==> config.mk <==
export PLATFORM = sky130hd
export DESIGN_NAME = edge_event_arbiter_flat
export DESIGN_NICKNAME = d
export VERILOG_FILES = /design/src/rtl/edge_event_arbiter_if.sv /design/src/rtl/edge_event_arbiter.sv /design/src/flat_wrapper.sv
export SDC_FILE = /design/constraint.sdc
export NUM_CORES = 1
export LEC_CHECK = 0
export CORE_MARGIN = 3
export CORE_UTILIZATION = 40
export CTS_BUF_LIST = sky130_fd_sc_hd__clkbuf_16
export DETAILED_ROUTE_END_ITERATION = 10
export GPL_ROUTABILITY_DRIVEN = 0
export PLACE_DENSITY_LB_ADDON = 0.08
export SLEW_MARGIN = 20
export SYNTH_ARGS = -nofsm -noshare
export SYNTH_HDL_FRONTEND = slang
export SYNTH_SLANG_ARGS = --single-unit
==> constraint.sdc <==
create_clock -name clk -period 2.5 [get_ports clk]
set_clock_uncertainty 0.2 [all_clocks]
set_input_delay 0.375 -clock clk [delete_from_list [all_inputs] [get_ports clk]]
set_output_delay 0.375 -clock clk [all_outputs]
set_load 0.01 [all_outputs]
==> src/rtl/edge_event_arbiter_if.sv <==
// Valid/ready event bus carrying the granted channel number to the consumer.
interface edge_event_arbiter_if #(
  parameter int unsigned IDXW = 2
);
  logic            evt_valid;
  logic [IDXW-1:0] evt_idx;
  logic            evt_ready;

  modport master (output evt_valid, output evt_idx, input evt_ready);
  modport slave  (input evt_valid, input evt_idx, output evt_ready);
endinterface

==> src/rtl/edge_event_arbiter.sv <==
// Synchronises N async inputs, latches enabled rising edges and serialises them round-robin.
// Optional sticky lost-event flags are built when EDGE_ARB_OVERRUN_EN is defined.
module edge_event_arbiter #(
  parameter int unsigned N           = 4,
  parameter int unsigned IDXW        = 2,
  parameter int unsigned SYNC_STAGES = 2
) (
  input  logic                 clk,
  input  logic                 reset,
  input  logic [N-1:0]         in,
  input  logic [N-1:0]         en,
  edge_event_arbiter_if.master evt,
  output logic [N-1:0]         pending,
  output logic [N-1:0]         overrun,
  input  logic [N-1:0]         ovr_clr
);

  localparam int unsigned PW = (N > 1) ? $clog2(N) : 1;

  typedef enum logic {IDLE, HOLD} state_t;

  state_t               state;
  logic [N-1:0]         sync_q [SYNC_STAGES];
  logic [N-1:0]         hist;
  logic [SYNC_STAGES:0] arm_sr;
  logic                 armed;
  logic [IDXW-1:0]      ptr;
  logic [IDXW-1:0]      idx_q;
  logic [IDXW-1:0]      grant_idx;
  logic [N-1:0]         rise;
  logic [N-1:0]         grant_mask;
  logic                 found;
  logic                 load;
  int                   cand;

  assign armed = arm_sr[SYNC_STAGES];
  assign rise  = sync_q[SYNC_STAGES-1] & ~hist & en & {N{armed}};

  // Synchroniser, history flop and arming delay; arming waits until the pipe holds real samples
  always_ff @(posedge clk or negedge reset) begin
    if (!reset) begin
      for (int k = 0; k < int'(SYNC_STAGES); k++) sync_q[k] <= '0;
      hist   <= '0;
      arm_sr <= '0;
    end else begin
      sync_q[0] <= in;
      for (int k = 1; k < int'(SYNC_STAGES); k++) sync_q[k] <= sync_q[k-1];
      hist   <= sync_q[SYNC_STAGES-1];
      arm_sr <= {arm_sr[SYNC_STAGES-1:0], 1'b1};
    end
  end

  // First pending channel at or above ptr, wrapping
  always_comb begin
    grant_idx = '0;
    found     = 1'b0;
    cand      = 0;
    for (int k = 0; k < int'(N); k++) begin
      cand = int'(ptr) + k;
      if (cand >= int'(N)) cand = cand - int'(N);
      if (!found && pending[cand[PW-1:0]]) begin
        found     = 1'b1;
        grant_idx = IDXW'(cand);
      end
    end
  end

  assign load       = found && ((state == IDLE) || evt.evt_ready);
  assign grant_mask = load ? (N'(1) << grant_idx) : '0;

  // Output FSM, pointer and pending flags; a same-edge rise re-arms the granted channel
  always_ff @(posedge clk or negedge reset) begin
    if (!reset) begin
      state   <= IDLE;
      idx_q   <= '0;
      ptr     <= '0;
      pending <= '0;
    end else begin
      pending <= (pending & ~grant_mask) | rise;
      if (load) begin
        state <= HOLD;
        idx_q <= grant_idx;
        ptr   <= (grant_idx == IDXW'(N - 1)) ? '0 : grant_idx + IDXW'(1);
      end else if ((state == HOLD) && evt.evt_ready) begin
        state <= IDLE;
      end
    end
  end

  assign evt.evt_valid = (state == HOLD);
  assign evt.evt_idx   = idx_q;

`ifdef EDGE_ARB_OVERRUN_EN
  // Lost edge: new rise while the channel is still pending and not granted this edge
  always_ff @(posedge clk or negedge reset) begin
    if (!reset) overrun <= '0;
    else        overrun <= (overrun & ~ovr_clr) | (rise & pending & ~grant_mask);
  end
`else
  logic unused_ovr_clr;
  assign unused_ovr_clr = ^ovr_clr;
  assign overrun        = '0;
`endif

endmodule

==> src/flat_wrapper.sv <==
// flat-port wrapper written by rule: the top's interface ports become plain ports
module edge_event_arbiter_flat 
#(
  parameter int unsigned N           = 4,
  parameter int unsigned IDXW        = 2,
  parameter int unsigned SYNC_STAGES = 2
)
  (clk, reset, in, en, pending, overrun, ovr_clr, evt_evt_valid, evt_evt_idx, evt_evt_ready);
  edge_event_arbiter_if #(.IDXW(IDXW)) evt_i ();
  input  logic clk;
  input  logic reset;
  input  logic [N-1:0] in;
  input  logic [N-1:0] en;
  output logic [N-1:0] pending;
  output logic [N-1:0] overrun;
  input  logic [N-1:0] ovr_clr;
  output wire logic [$bits(evt_i.evt_valid)-1:0] evt_evt_valid;
  output wire logic [$bits(evt_i.evt_idx)-1:0] evt_evt_idx;
  input wire logic [$bits(evt_i.evt_ready)-1:0] evt_evt_ready;
  assign evt_evt_valid = evt_i.evt_valid;
  assign evt_evt_idx = evt_i.evt_idx;
  assign evt_i.evt_ready = evt_evt_ready;
  edge_event_arbiter #(.N(N), .IDXW(IDXW), .SYNC_STAGES(SYNC_STAGES)) u_core (.clk(clk), .reset(reset), .in(in), .en(en), .evt(evt_i), .pending(pending), .overrun(overrun), .ovr_clr(ovr_clr));
endmodule
-- After elaboration in Yosys (flattened, before gate mapping)
Cells that the tools add are included.
- bits in registers: 24
- input port bits: 15
- output and inout port bits: 11
- logic and storage cells: 68
- add/subtract/negate cells: 8
- $lt $le $gt $ge: 8
- eq/ne operators: 1
- shift operators: 1
- multiplexer cells: 24
- bitwise logic cells: 8
- reduce and logical (&&, ||, !) cells: 10
- operator list (cell ; number):
    $mux W2 ; 9
    $and A4 B4 Y4 ; 4
    $lt A2 B3 Y1 const B ; 4
    $mux W1 ; 10
    $ge A3 B3 Y1 const B ; 3
    $bmux W1 S2 ; 4
    $not A4 Y4 ; 2
    $sub A2 B1 Y2 const B ; 4
    $add A2 B2 Y3 const B ; 2
    $logic_and A1 B1 Y1 ; 5
    $mux W4 ; 1
    $or A4 B4 Y4 ; 1
    $shl A1 B2 Y4 const A ; 1
    $add A2 B1 Y3 const B ; 1
    $ge A2 B3 Y1 const B ; 1
    $logic_not A1 Y1 ; 3
    $add A2 B1 Y2 const B ; 1
    $eq A2 B2 Y1 const B ; 1
    $reduce_bool A2 Y1 ; 1
    $logic_or A1 B1 Y1 ; 1
    $not A1 Y1 ; 1

-- Depth between registers and ports, before layout
Gate-level depths: netlist of run 1.
- word-level depth: 19
- mapped depth: 7
- gate-level depth less buffers: 7

-- Worst setup path before layout of run 1
No wires, ideal clock.
- kind: register to register
- start point: register u_core.pending[1]
- end point: register u_core.pending[3]
- setup time: 0.122 ns
- arrival time: 1.558 ns
- data required time: 2.178 ns
- setup slack: 0.621 ns
- stages on the path, launching flop included: 8
- period minus slack after synthesis: 1.879 ns
- cell sequence: dfrtp_1 > nand2b_1 > a21oi_1 > a211oi_1 > and2_2 > ha_1 > nand2_1 > a32o_1
- word-level cells in the longest chain between the ends: 17
- elaborated cells between the ends (all ways): 28
- ends and longest elaborated chain (element ; RTL line ; RTL):
    start: declaration ; edge_event_arbiter.sv:13 ; output logic [N-1:0] pending,
    start signal: assignment ; edge_event_arbiter.sv:79 ; pending <= (pending & ~grant_mask) | rise;
    $bmux W1 S2 ; edge_event_arbiter.sv:61 ; if (!found && pending[cand[PW-1:0]]) begin
    $mux W1 (not written as such) ; edge_event_arbiter.sv:61 ;
    $mux W1 ; edge_event_arbiter.sv:61 ;
    $logic_not A1 Y1 ; edge_event_arbiter.sv:61 ;
    $logic_and A1 B1 Y1 ; edge_event_arbiter.sv:61 ;
    $mux W1 ; edge_event_arbiter.sv:61 ;
    $logic_not A1 Y1 ; edge_event_arbiter.sv:61 ;
    $logic_and A1 B1 Y1 ; edge_event_arbiter.sv:61 ;
    (+2 left out) ; -- ;
    $logic_and A1 B1 Y1 ; edge_event_arbiter.sv:61 ;
    $mux W2 * ; edge_event_arbiter.sv:61 ;
    named net u_core.grant_idx[0] ; edge_event_arbiter.sv:29 ; logic [IDXW-1:0] grant_idx;
    $shl A1 B2 Y4 * ; edge_event_arbiter.sv:69 ; assign grant_mask = load ? (N'(1) << grant_idx) : '0;
    $mux W4 * ; edge_event_arbiter.sv:69 ;
    $not A4 Y4 * ; edge_event_arbiter.sv:79 ;
    $and A4 B4 Y4 * ; edge_event_arbiter.sv:79 ;
    $or A4 B4 Y4 * ; edge_event_arbiter.sv:79 ;
The timed path passes the listed nets; every way through them passes the cells marked *. The select of a mux whose other input is x is not followed.
A chain may end at the register's enable or synchronous reset.

-- Worst setup path after layout of run 1
- start point: register u_core.ptr[1]
- end point: register u_core.ptr[0]
- word-level cells in the longest chain between the ends: 16
- elaborated cells between the ends (all ways): 41
- ends and longest elaborated chain (element ; RTL line ; RTL):
    start: declaration ; edge_event_arbiter.sv:27 ; logic [IDXW-1:0] ptr;
    start signal: assignment ; edge_event_arbiter.sv:83 ; ptr <= (grant_idx == IDXW'(N - 1)) ? '0 : grant_idx + IDXW'(1);
    parallel branches: the longest is 13 deep, another holds $add A2 B1 Y3 ; -- ;
    $mux W2 * ; edge_event_arbiter.sv:61 ;
    named net u_core.grant_idx[1] ; edge_event_arbiter.sv:29 ;
    $eq A2 B2 Y1 * ; edge_event_arbiter.sv:83 ;
    $mux W2 * ; edge_event_arbiter.sv:83 ;
Mark *: on every way through the listed nets, which the timed path passes. The select of a mux whose other input is x is not followed.

==> results of run 1 <==
-- cells by family after synthesis --
logic type / count (synthesis) / synth area share
AOI/OAI and AO/OA: 13 / 0.101
muxes: 2 / 0.0268
adders and majority gates: 4 / 0.0536
DFF: 24 / 0.643
and+or+nand+nor: 21 / 0.127
other: 2 / 0.00805
buffers and inverters: 6 / 0.0402
-- layout make-up --
type	instances	area, um^2
inverters	2	7.51
repair buffers	19	185
clock inverters	1	3.75
clock buffers	3	75.1
well taps	27	33.8
fillers	187	870
multi-input cells	45	307
flip-flops and latches	24	601
-- routing by layer --
metal  wire (um)  share of wire
met3          74          0.052
met2         643           0.45
met5           0              0
met4          18          0.013
met1         682           0.48
-- sequential cells by signal, summed over array words and instances (netlist names) --
register / flops
u_core.sync_q: 8
u_core.evt.evt_idx: 2
u_core.arm_sr: 3
u_core.hist: 4
u_core.ptr: 2
u_core.evt.evt_valid: 1
u_core.pending: 4
-- power breakdown --
group	switching, mW	internal [mW]	total [mW]
Sequential	0.0855	0.471	0.557
Clock	0.118	0.213	0.331
Combinational	0.240	0.300	0.540
Total	0.444	0.984	1.43
-- worst register-to-register path: stages (launching register included) --
cell and delay [ps]:
dfrtp_1 450, a21oi_1 100, o21a_1 170, o22ai_1 330, inv_1 130, ha_1 230, o31ai_1 230
-- through the flow --
| stage | util | hold WS [ps] | setup WS [ps] | instance area (um^2) |
|---|---|---|---|---|
| floorplan | - | -121 | 621 | 945 |
| global placement | 0.544 | 131 | 595 | 1130 |
| detailed placement | 0.544 | 137 | 547 | 1130 |
| CTS | 0.582 | 150 | 555 | 1210 |
| global route | 0.582 | 155 | 415 | 1210 |
| finish | 0.582 | 148 | 572 | 1210 |
-- Yosys cell counts (2+ instances only) --
library cell,instances,share of area
dfrtp_1,24,0.64
nand2_1,10,0.040
a32o_1,4,0.043
buf_4,4,0.032
ha_1,4,0.054
nor2b_1,4,0.027
a21oi_1,3,0.016
conb_1,2,0.0080
inv_1,2,0.0080
nand2b_1,2,0.013
o21ai_0,2,0.011
-- worst max path at each step --
| stage | endpoint | slack, ps | depth (start not counted) |
|---|---|---|---|
| 6_report | u_core.ptr[0]$_DFFE_PN0P_ | 570 | 6 |
| 5_1_grt | u_core.ptr[0]$_DFFE_PN0P_ | 420 | 6 |
| 4_1_cts | u_core.ptr[1]$_DFFE_PN0P_ | 550 | 4 |
| 3_5_place_dp | u_core.ptr[0]$_DFFE_PN0P_ | 550 | 6 |
| 3_3_place_gp | u_core.ptr[0]$_DFFE_PN0P_ | 590 | 4 |
| 2_1_floorplan | u_core.pending[3]$_DFF_PN0_ | 620 | 7 |
==> impl_metrics.yaml, run 1 <==
timing:
  maxClockFrequency_mhz: 519
  tns_ps: 0
  maxSlewViolCount: 0
  finalHoldViolCount: 0
  rsz0062_at_grt: "no"
  min_period_over_period: 0.771
  fin_crit_ps: 1930
  setup_viol: 0
global_route:
  grt_max_degree: 25
  grt_usage: 0.119
  antenna_found_initial: 0
  use_met3: 0.0245
  use_met2: 0.181
  grt_pass1_wl_um: 2460
  grt_pass1_vias: 598
  grt_overflow: 0
  top_usage_layer: "met2"
  grt_util_met1: 0.150
critical_path:
  crit_arrival_ps: 1890
  crit_slowest_cell: "dfrtp_1"
  critical_path_required_ps: 2460
  r2r_slack_ps: 570
  startpoint_type: "register"
  r2r_cells: 6
  cp_cell_sequence: "a21oi_1 > o21a_1 > o22ai_1 > inv_1 > ha_1 > o31ai_1"
  crit_path_end_kind: "register"
  critPathTopFamily: "compound AO/OA/AOI/OAI gates"
  critPathKind: "reg -> reg"
  worstPathMaxFanout: 6
  r2r_start: "u_core.ptr[1]$_DFFE_PN0P_"
  startpoint: "u_core.ptr[1]$_DFFE_PN0P_"
  cpPeakStageDelay_ps: 450
  r2r_end: "u_core.ptr[0]$_DFFE_PN0P_"
  path_buf_inv: 1
pwr:
  vdd_drop_max_mv: 0.640
  power_density_mw_per_mm2: 1180
  p_total_mw: 1.43
  power_leakage_nw: 0.537
layout:
  final_cells: 121
  syn_to_final_growth_pct: 29.9
  antennaDiodeCount: 0
  layout.nets: 114
  layout-drive-gt1-share: 0.106
  final_common_cell: "dfrtp_1"
  mostFrequentLayoutCells: "dfrtp_1, clkdlybuf4s50_1, nand2_1"
run_status:
  status: "completed"
worst_hold_path:
  hold_class: "reg -> reg"
  hold_start: "u_core.arm_sr[1]$_DFF_PN0_"
  hold_depth: 0
  min_to: "u_core.arm_sr[2]$_DFF_PN0_"
routing:
  vias_per_cell: 4.79
  vias: 580
  drt_iter0_drc: 15
  drc: 0
  wirelength_um: 1420
  wire_per_inst_um: 11.7
  ant_nets: 0
  dr.pass1.iters: 2
clock_network:
  cts_root_buf: "clkbuf_16"
  cts_tree: "yes"
  clockBufferDepth: 2
  cts_sinks: 24
  htreeDepth: 1
  path_clk_slew_ps: 60
  numCtsBuffers: 3
  cts_resized: 0
  worstSkewPairLatency_ps: 250
  cts_setup_buffers: 0
  cts-hold-fix-buffers: 0
logic_synthesis:
  synth_edf_count: 0
  avgSynthCellArea_um2: 13.0
  syn-cell-area_um2: 933
  ys_types: 22
  ys_seq_elements: 24
  ys_async_sr_fraction: 1.00
  dominantRegCellSynth: "dfrtp_1"
  yosys_warnings: 0
  ys_seq_area_frac: 0.643
  synthCells: 72
floorplanning:
  start_util: 0.448
  die_h_um: 54.3
  num_rows: 16
  die_w_um: 54.3
  core_region_area_mm2: 0.00208
  die_area_mm2: 0.00295
  ios: 26
placement:
  place.port_buffers: 17
  dp.cells: 117
  hpwlAfterDp_um: 1080
job:
  drv_cap: 0
No activity file was read; power rests on OpenSTA's default activity.
==> inputs of run 2 (changes only) <==
clock period = 1.7 ns   (was 2.5 ns; I/O delays follow)
==> impl_metrics.yaml, run 2 (synthesized netlist as in run 1, its figures left out) <==
layout:
  largest_registers: "u_core.sync_q: 8 flops, u_core.hist: 4 flops, u_core.pending: 4 flops"
  largest_reg_flops: 8
  antennaDiodeCount: 0
  max_flop_register: "u_core.sync_q"
  final_common_cell: "dfrtp_1"
  layout.nets: 123
  layout-drive-gt1-share: 0.340
  mostFrequentLayoutCells: "dfrtp_1, clkdlybuf4s50_1, buf_4"
  final_area_mm2: 0.00136
  syn_to_final_growth_pct: 45.6
critical_path:
  crit_path_end_kind: "register"
  r2r_slack_ps: -100
  critical_path_required_ps: 1640
  crit_arrival_ps: 1740
  worstPathMaxFanout: 7
  startpoint_type: "register"
  critPathKind: "reg -> reg"
floorplanning:
  core_region_area_mm2: 0.00208
  die_w_um: 54.3
  die_area_mm2: 0.00295
  die_h_um: 54.3
  num_rows: 16
  ios: 26
  start_util: 0.448
timing:
  rsz0062_at_grt: "yes"
  setup_viol: 7
  min_period_over_period: 1.06
  fin_crit_ps: 1800
  maxSlewViolCount: 0
  finalHoldViolCount: 0
  hold_ws_ps: 147
  final.setup.worst_slack_ps: -103
  maxClockFrequency_mhz: 555
clock_network:
  cts_sinks: 24
  path_clk_slew_ps: 60
  htreeDepth: 1
  numCtsBuffers: 3
  cts_root_buf: "clkbuf_16"
  worstSkewPairLatency_ps: 250
  clockBufferDepth: 2
  cts_tree: "yes"
run_status:
  violations: "setup timing"
  status: "finished with violations"
global_route:
  grt_usage: 0.135
  grt_pass1_vias: 623
  grt_max_degree: 25
  grt_overflow: 0
  antenna_found_initial: 0
  grt_pass1_wl_um: 2720
placement:
  pre_cts_ws_ps: -99.0
  hpwlAfterDp_um: 1170
  place.port_buffers: 17
  place_area_mm2: 0.00123
job:
  drv_cap: 0
routing:
  drt_iter0_drc: 3
  dr.pass1.iters: 4
  drc: 0
  wire_per_inst_um: 12.3
  vias: 636
  vias_per_cell: 4.89
  ant_nets: 0
  wirelength_um: 1600
pwr:
  power_density_mw_per_mm2: 1860
  power_leakage_nw: 0.600
  vdd_drop_max_mv: 0.996
worst_hold_path:
  hold_class: "reg -> reg"
run 2: final cells by class:
| cell class | instances | area (um^2) |
|---|---|---|
| timing repair buffer | 28 | 249 |
| multi-input combinational | 45 | 382 |
| inverter | 2 | 7.51 |
| clock buffer | 3 | 75.1 |
| sequential | 24 | 608 |
| clock inverter | 1 | 3.75 |
| tap | 27 | 33.8 |
| fill | 166 | 723 |
run 2: path summary, 6_finish.rpt:
kind                                                endpoint                         from  depth (start not counted)
min                               u_core.arm_sr[2]$_DFF_PN0_   u_core.arm_sr[1]$_DFF_PN0_                          0
max in group asynchronous        u_core.pending[2]$_DFF_PN0_                        reset                          2
max                              u_core.pending[1]$_DFF_PN0_  u_core.pending[1]$_DFF_PN0_                          7
min reg2reg                       u_core.arm_sr[2]$_DFF_PN0_   u_core.arm_sr[1]$_DFF_PN0_                          0
max reg2reg                      u_core.pending[1]$_DFF_PN0_  u_core.pending[1]$_DFF_PN0_                          7
min in group asynchronous  u_core.evt.evt_idx[1]$_DFFE_PN0P_                        reset                          2
run 2: stage by stage:
step / power [mW] / setup TNS (ps) / utilization / instances
after global placement: 1.90 / -430 / 0.593 / 125
after CTS: 2.44 / -569 / 0.636 / 130
after detailed placement: 1.91 / -487 / 0.593 / 125
after floorplan: 1.43 / -384 / - / 75
final: 2.53 / -544 / 0.653 / 130
after global routing: 2.72 / -933 / 0.653 / 130
run 2: power breakdown:
part	leakage [nW]	switching, mW	internal, mW
Clock	0.0423	0.177	0.313
Combinational	0.283	0.539	0.686
Sequential	0.275	0.110	0.706
Total	0.600	0.825	1.70
run 2: routing by layer:
| layer | GRT usage | routed length [um] |
|---|---|---|
| met1 | 0.149 | 641 |
| met2 | 0.235 | 829 |
| met3 | 0.0245 | 81 |
| met4 | 0.0871 | 44 |
| met5 | 0 | 0 |
run 2: timing repair:
item,4_1_cts,5_1_grt
pin swaps,2,5
setup buffers,1,0
setup endpoints to repair,11,8
hold buffers,0,0
gates resized for setup,6,10
run 2: worst max-delay path, cell delays in order, from the launching register on:
cell	delay, ps
dfrtp_2	430
nand2b_4	150
a21oi_2	50
a211oi_2	280
and2_4	220
ha_4	130
nand2_2	40
a32o_1	200
